`src/rtl/wb_gpio_irq_ctrl.sv`:
```
// wb_gpio_irq_ctrl: Wishbone GPIO block with synchronised inputs, W1C edge status and per-pin IRQ enables.
module wb_gpio_irq_ctrl #(
  parameter logic [31:0] BASE_ADDR = 32'h3000_0000,
  parameter int IO_WIDTH = 38
) (
  input  logic                wb_clk_i,
  input  logic                wb_rst_ni,
  input  logic                wbs_cyc_i,
  input  logic                wbs_stb_i,
  input  logic                wbs_we_i,
  input  logic [3:0]          wbs_sel_i,
  input  logic [31:0]         wbs_adr_i,
  input  logic [31:0]         wbs_dat_i,
  output logic                wbs_ack_o,
  output logic [31:0]         wbs_dat_o,
  input  logic [IO_WIDTH-1:0] io_in,
  output logic [IO_WIDTH-1:0] io_out,
  output logic [IO_WIDTH-1:0] io_oeb,
  output logic [2:0]          user_irq
);
  logic [IO_WIDTH-1:0] r_out, r_oeb, r_en, r_pol, r_stat, r_s1, r_s2, r_s3;
  logic                r_ack;
  logic [31:0]         r_dat;
  logic [1:0]          r_irq;
  logic                w_hit, w_we, w_unused;
  logic [5:0]          w_off;
  logic [4:0]          w_pair;
  logic [31:0]         w_bm, w_rdata;
  logic [IO_WIDTH-1:0] w_m, w_d, w_evt, w_clr;
  logic [63:0]         w_rv [0:7];

  function automatic logic [IO_WIDTH-1:0] f_wr(input logic [IO_WIDTH-1:0] cur, input logic en,
                                               input logic [IO_WIDTH-1:0] m, input logic [IO_WIDTH-1:0] d);
    return en ? (cur & ~m) | (d & m) : cur;
  endfunction

  assign w_hit    = wbs_cyc_i & wbs_stb_i & (wbs_adr_i[31:8] == BASE_ADDR[31:8]) & ~r_ack;
  assign w_we     = w_hit & wbs_we_i;
  assign w_off    = wbs_adr_i[7:2];
  assign w_pair   = w_off[5:1];
  assign w_unused = &{1'b0, wbs_adr_i[1:0]};
  assign w_bm     = {{8{wbs_sel_i[3]}}, {8{wbs_sel_i[2]}}, {8{wbs_sel_i[1]}}, {8{wbs_sel_i[0]}}};
  // Odd word offsets address the HI half; truncation drops lanes beyond the last pin.
  assign w_m      = {IO_WIDTH{w_we}} & IO_WIDTH'(w_off[0] ? {w_bm, 32'd0} : {32'd0, w_bm});
  assign w_d      = IO_WIDTH'({wbs_dat_i, wbs_dat_i});
  assign w_clr    = (w_pair == 5'd4) ? (w_m & w_d) : '0;
  assign w_evt    = (r_pol & r_s3 & ~r_s2) | (~r_pol & ~r_s3 & r_s2);

  assign w_rv[0] = 64'(r_out);
  assign w_rv[1] = 64'(r_oeb);
  assign w_rv[2] = 64'(r_s2);
  assign w_rv[3] = 64'(r_en);
  assign w_rv[4] = 64'(r_stat);
  assign w_rv[5] = 64'(r_pol);
  assign w_rv[6] = '0;
  assign w_rv[7] = '0;
  assign w_rdata = (w_off[5:4] != 2'd0) ? 32'd0 :
                   w_off[0] ? w_rv[w_off[3:1]][63:32] : w_rv[w_off[3:1]][31:0];

  always_ff @(posedge wb_clk_i or negedge wb_rst_ni) begin
    if (!wb_rst_ni) begin
      r_out  <= '0;
      r_oeb  <= '1;
      r_en   <= '0;
      r_pol  <= '0;
      r_stat <= '0;
      r_s1   <= '0;
      r_s2   <= '0;
      r_s3   <= '0;
      r_ack  <= 1'b0;
      r_dat  <= '0;
      r_irq  <= '0;
    end else begin
      r_s1   <= io_in;
      r_s2   <= r_s1;
      r_s3   <= r_s2;
      r_out  <= f_wr(r_out, w_pair == 5'd0, w_m, w_d);
      r_oeb  <= f_wr(r_oeb, w_pair == 5'd1, w_m, w_d);
      r_en   <= f_wr(r_en,  w_pair == 5'd3, w_m, w_d);
      r_pol  <= f_wr(r_pol, w_pair == 5'd5, w_m, w_d);
      r_stat <= (r_stat & ~w_clr) | w_evt;
      r_ack  <= w_hit;
      r_dat  <= (w_hit & ~wbs_we_i) ? w_rdata : '0;
      r_irq  <= {|(r_stat[IO_WIDTH-1:32] & r_en[IO_WIDTH-1:32]), |(r_stat[31:0] & r_en[31:0])};
    end
  end

  assign wbs_ack_o = r_ack;
  assign wbs_dat_o = r_dat;
  assign io_out    = r_out;
  assign io_oeb    = r_oeb;
  assign user_irq  = {1'b0, r_irq};
endmodule

```
`config.mk`:
```
export PLATFORM = sky130hd
export DESIGN_NAME = wb_gpio_irq_ctrl
export DESIGN_NICKNAME = d
export VERILOG_FILES = /design/src/rtl/wb_gpio_irq_ctrl.sv
export SDC_FILE = /design/constraint.sdc
export NUM_CORES = 1
export LEC_CHECK = 0
export BUFFER_PORTS_ARGS = -buffer_cell sky130_fd_sc_hd__buf_2
export CORE_MARGIN = 2
export CORE_UTILIZATION = 50
export CTS_BUF_LIST = sky130_fd_sc_hd__clkbuf_8
export DETAILED_ROUTE_END_ITERATION = 6
export PLACE_DENSITY_LB_ADDON = 0.1
export SLEW_MARGIN = 25
export SYNTH_ARGS = -nofsm -noshare
export SYNTH_HDL_FRONTEND = slang
export SYNTH_SLANG_ARGS = --single-unit
export TNS_END_PERCENT = 50
```
`constraint.sdc`:
```
create_clock -name wb_clk_i -period 3.09 [get_ports wb_clk_i]
set_clock_uncertainty 0.15 [all_clocks]
set_input_delay 0.927 -clock wb_clk_i [delete_from_list [all_inputs] [get_ports wb_clk_i]]
set_output_delay 0.927 -clock wb_clk_i [all_outputs]
set_load 0.05 [all_outputs]
```
# Word-level counts from Yosys, hierarchy flattened
# Index checks and enable logic that the tools add are counted.
[word_totals]
register_bits = 339
in_bits = 111
word_cells = 61
[op_classes]
order_cmp = 1
eq_ne = 5
mux = 8
bitwise = 32
reduce_logical = 4
[ops]
columns = ["op", "n"]
rows = [
  ["38-bit AND", 11],
  ["38-bit bitwise OR", 6],
  ["64-bit binary-select mux with 3-bit select", 1],
  ["38-bit inverter", 5],
  ["64-bit two-way mux", 2],
  ["32-bit two-way mux", 3],
  ["38-bit two-way mux", 2],
  ["32-bit AND", 1],
  ["32-bit OR reduction", 1],
  ["24-bit by 22-bit equality test with 1-bit output (second input constant)", 1],
  ["5-bit by 3-bit equality test with 1-bit output (second input constant)", 2],
  ["6-bit AND", 1],
  ["6-bit OR reduction", 1],
  ["1-bit AND", 5],
  ["5-bit by 1-bit equality test with 1-bit output (second input constant)", 1],
  ["5-bit by 2-bit equality test with 1-bit output (second input constant)", 1],
  ["5-bit logical NOT", 1],
  ["4-bit >= comparator (second input constant)", 1],
  ["3-bit inverter with 4-bit output", 1],
  ["1-bit inverter", 2],
  ["2-bit nonzero test", 1],
]

# Longest topological paths before layout
[depth]
ltp_word = 10
depth_mapped = 8

# Least setup slack after synthesis
# No wires, ideal clock.
[synth_path]
path_kind = "input to register"
from = "input port wbs_adr_i[16]"
to = "register (tool-made name)"
setup_time_ps = 82
arrival_ps = 2694
setup_slack_ps = 164
cell_stages = 5
path_buffers = 1
cell_sequence = "nor4_1 -> nand4_2 -> buf_6 -> nor4_4 -> mux2_4"
[synth_rtl]
columns = ["item", "line", "source"]
rows = [
  ["start, declared", "12", "input logic [31:0] wbs_adr_i,"],
]

==> metrics.md <==
| Metric | Value |
|---|---|
| Final GP Congestion | `0.821` |
| Crit path launch type | `flip-flop` |
| Worst-path clk slew | `60 ps` |
| Vias | `9869` |
| WL final | `37.4 mm` |
| First drt pass iteration count | `6` |
| Cts hold-fix bufs | `0` |
| Hold crit path type | `input pin to asynchronous set/reset pin` |
| Cell area after layout | `17500 um2` |
| Fill count | `2268` |
| Number of antenna violations at the first check in global routing | `2` |
| Grt total ovfl | `0` |
| Die Width | `173 um` |
| Yosys reg bits | `339` |
| CTS Buffer Depth | `3` |
| Syn_nets | `1147` |
| Final Hold Slack | `125 ps` |
| CP delay by family, top | `flip-flops` |
| Starting DRT DRC Count | `683` |
| Number of global-route vias before repair | `10200` |
| Num CTS Buffers | `54` |
| Delay of the slowest cell on the worst path | `550 ps` |
| Area of the multi-input gates | `5520 um2` |
| M2 GR Usage | `0.391` |
| Placed cells | `1644` |
| Avg Synthesized Cell Area | `13.8 um2` |
| Seq/Total Area, Yosys | `0.598` |
| Pwr Density | `503 nW/um2` |
| Worst ir drop on vdd | `0.337 mV` |
| Tcrit/Tclk final | `0.812` |
| Cell taking the most area after synthesis | `dfrtp_1` |
| Synth warn | `0` |
| Slowest cell on crit path | `dfstp_2` |
| Most frequent cells after synthesis | `dfrtp_1, mux2_2, nor2_1, nand2_1, mux4_2` |
| Post-place setup slack | `11.6 ps` |
| Mean routed wirelength per cell | `21.4 um` |
| Die ar. | `29900 um2` |
| # rows | `61` |
| Least-Margin Pin Slew | `571 ps` |
| Critical setup path kind | `flip-flop to primary output` |
| Synth top area share | `0.528` |
| Buf+Inv Stages, Crit Path | `1` |
| CP required | `2010 ps` |
| Die Span Y | `173 um` |
| Area delta synth->final | `22.4%` |
| CTS root buf | `clkbuf_8` |
| First-pass GRT wire length | `59.1 mm` |
| DP Area | `16400 um2` |
| Met1 usage | `0.368` |
| Non-filler instance count after layout | `1748` |
| Most numerous cell in the Yosys netlist | `dfrtp_1` |
| Asr flop ratio synth | `1.00` |
| Sink Count | `339` |
| GR peak layer | `met2` |
| Number of distinct library cells after synthesis | `45` |
| RSZ-0062 raised after global routing | `false` |
| Port buffer count | `219` |
| GR Util met3 | `0.0504` |
| Core footprint | `27900 um2` |
| Nets | `1433` |
| Max-capacitance violation count | `0` |
| Total GRT Usage | `0.254` |
| Initial Util | `0.511` |
| Layout cell share with drive strength beyond 1 | `0.448` |
| Synthesized area | `14300 um2` |
| Crit-path cells | `buf_2` |
| Synth area leaders | `dfrtp_1, mux2_2, dfstp_2` |
| Post-CTS resize count | `0` |
| Syn Inst Count | `1036` |
| Leak | `8.27 nW` |
| Largest net degree at the start of global routing | `55` |
| Worst skew pair latency | `590 ps` |
| Via/cell ratio | `5.65` |
| H-tree Lvls | `2` |
| Fin. Hold Viols | `0` |
| CP Max Fanout | `3` |
| Sequential cell area | `8530 um2` |
| Worst Setup End Kind | `primary output` |
| Hpwl dp | `25.5 mm` |
| Worst EP arrival | `1430 ps` |
| CTS tree | `done` |
| Post-synth EDFFs | `0` |
| Status | `completed` |
| Max Fclk | `399 MHz` |
| Antenna Nets Post-Route | `0` |
| Top_reg_cell synth | `dfrtp_1` |
| # DRC | `0` |
| I/O pin cnt | `223` |
| Slew margin rel. | `0.620` |
| Post-CTS setup buffer count | `0` |
| Sum Neg Setup Slack | `0 ps` |
| Setup Viol. Count Final | `0` |
| Period minus WS final | `2510 ps` |
| Fin worst setup slack | `582 ps` |
| Fin. max-slew vios | `0` |
-- power by group --
group	total, mW	switching [mW]	internal [mW]
Clock	3.74	1.72	2.02
Sequential	4.57	0.0512	4.52
Combinational	0.474	0.292	0.183
-- logic make-up (layout without fill, tap and decap cells) --
logic type | count (synthesis) | count (layout) | share of synthesized area
AND/OR/NAND/NOR | 279 | 279 | 0.108
AO/OA/AOI/OAI | 135 | 135 | 0.0656
flip-flops | 339 | 339 | 0.598
other | 1 | 3 | 0.000263
multiplexers | 228 | 228 | 0.212
buffers and inverters | 54 | 386 | 0.0160
-- worst reg2reg max path: stages, from the launching register on --
cell and delay, ps:
dfrtp_1 370, nor4_1 350, nand4_4 150, buf_12 230, nor4_4 370, buf_4 240, mux2_2 340
-- final cells by class --
cell class                      instances  share of cell area
Inverter                                1            0.000215
Timing Repair Buffer                  283               0.105
Antenna cell                            2            0.000287
Clock inverter                         32             0.00702
Multi-Input combinational cell        643               0.316
Sequential cell                       339               0.489
Clock buffer                           70              0.0552
Tap cell                              378              0.0271
-- metrics by stage --
step / power (mW) / util
final: 8.78 / 0.625
after global routing: 9.14 / 0.625
after CTS: 8.89 / 0.625
after detailed placement: 5.13 / 0.586
after global placement: 5.12 / 0.586
after floorplan: 4.84 / -
-- routing by layer --
| layer | up-vias | routed length, um | part of all wire |
|---|---|---|---|
| met5 | - | 13 | 0.00035 |
| met4 | 2 | 934 | 0.025 |
| met3 | 66 | 2300 | 0.062 |
| met2 | 343 | 17200 | 0.46 |
| met1 | 5061 | 16900 | 0.45 |
| li1 | 4397 | - | - |
-- cells in the final DEF, fill, tap and decap left out, types with 3 or more instances in the layout --
cell type / count
nor4_1: 3
nand3_1: 41
inv_1: 30
buf_4: 45
dfrtp_1: 301
clkbuf_8: 70
a21oi_1: 28
and2_1: 4
o211ai_1: 38
dfstp_2: 38
a22oi_1: 15
mux4_2: 42
nand2b_1: 4
nand2_1: 87
nor2_1: 92
nand3b_1: 4
mux2_2: 144
mux2i_1: 32
nor4_2: 4
and3b_1: 5
nor4_4: 14
buf_2: 217
mux2_4: 8
o31ai_1: 38
o21ai_0: 8
buf_12: 20
nand4_1: 4
nor3_2: 4
-- final timing paths --
kind	start	endpoint	slack, ps	depth (start not counted)
worst max register to register	wbs_ack_o$_DFF_PN0_	flip-flop	770	6
worst min register to register	r_s1[20]$_DFF_PN0_	r_s2[20]$_DFF_PN0_	180	0
min in group wb_clk_i	r_s1[20]$_DFF_PN0_	r_s2[20]$_DFF_PN0_	180	0
worst max-delay path	flip-flop	io_oeb[31]	580	1
worst min-delay path	wb_rst_ni	asynchronous set/reset pin	130	1
max in group asynchronous	wb_rst_ni	asynchronous set/reset pin	1880	2
Note: power is estimated with default switching activity, not from simulation.
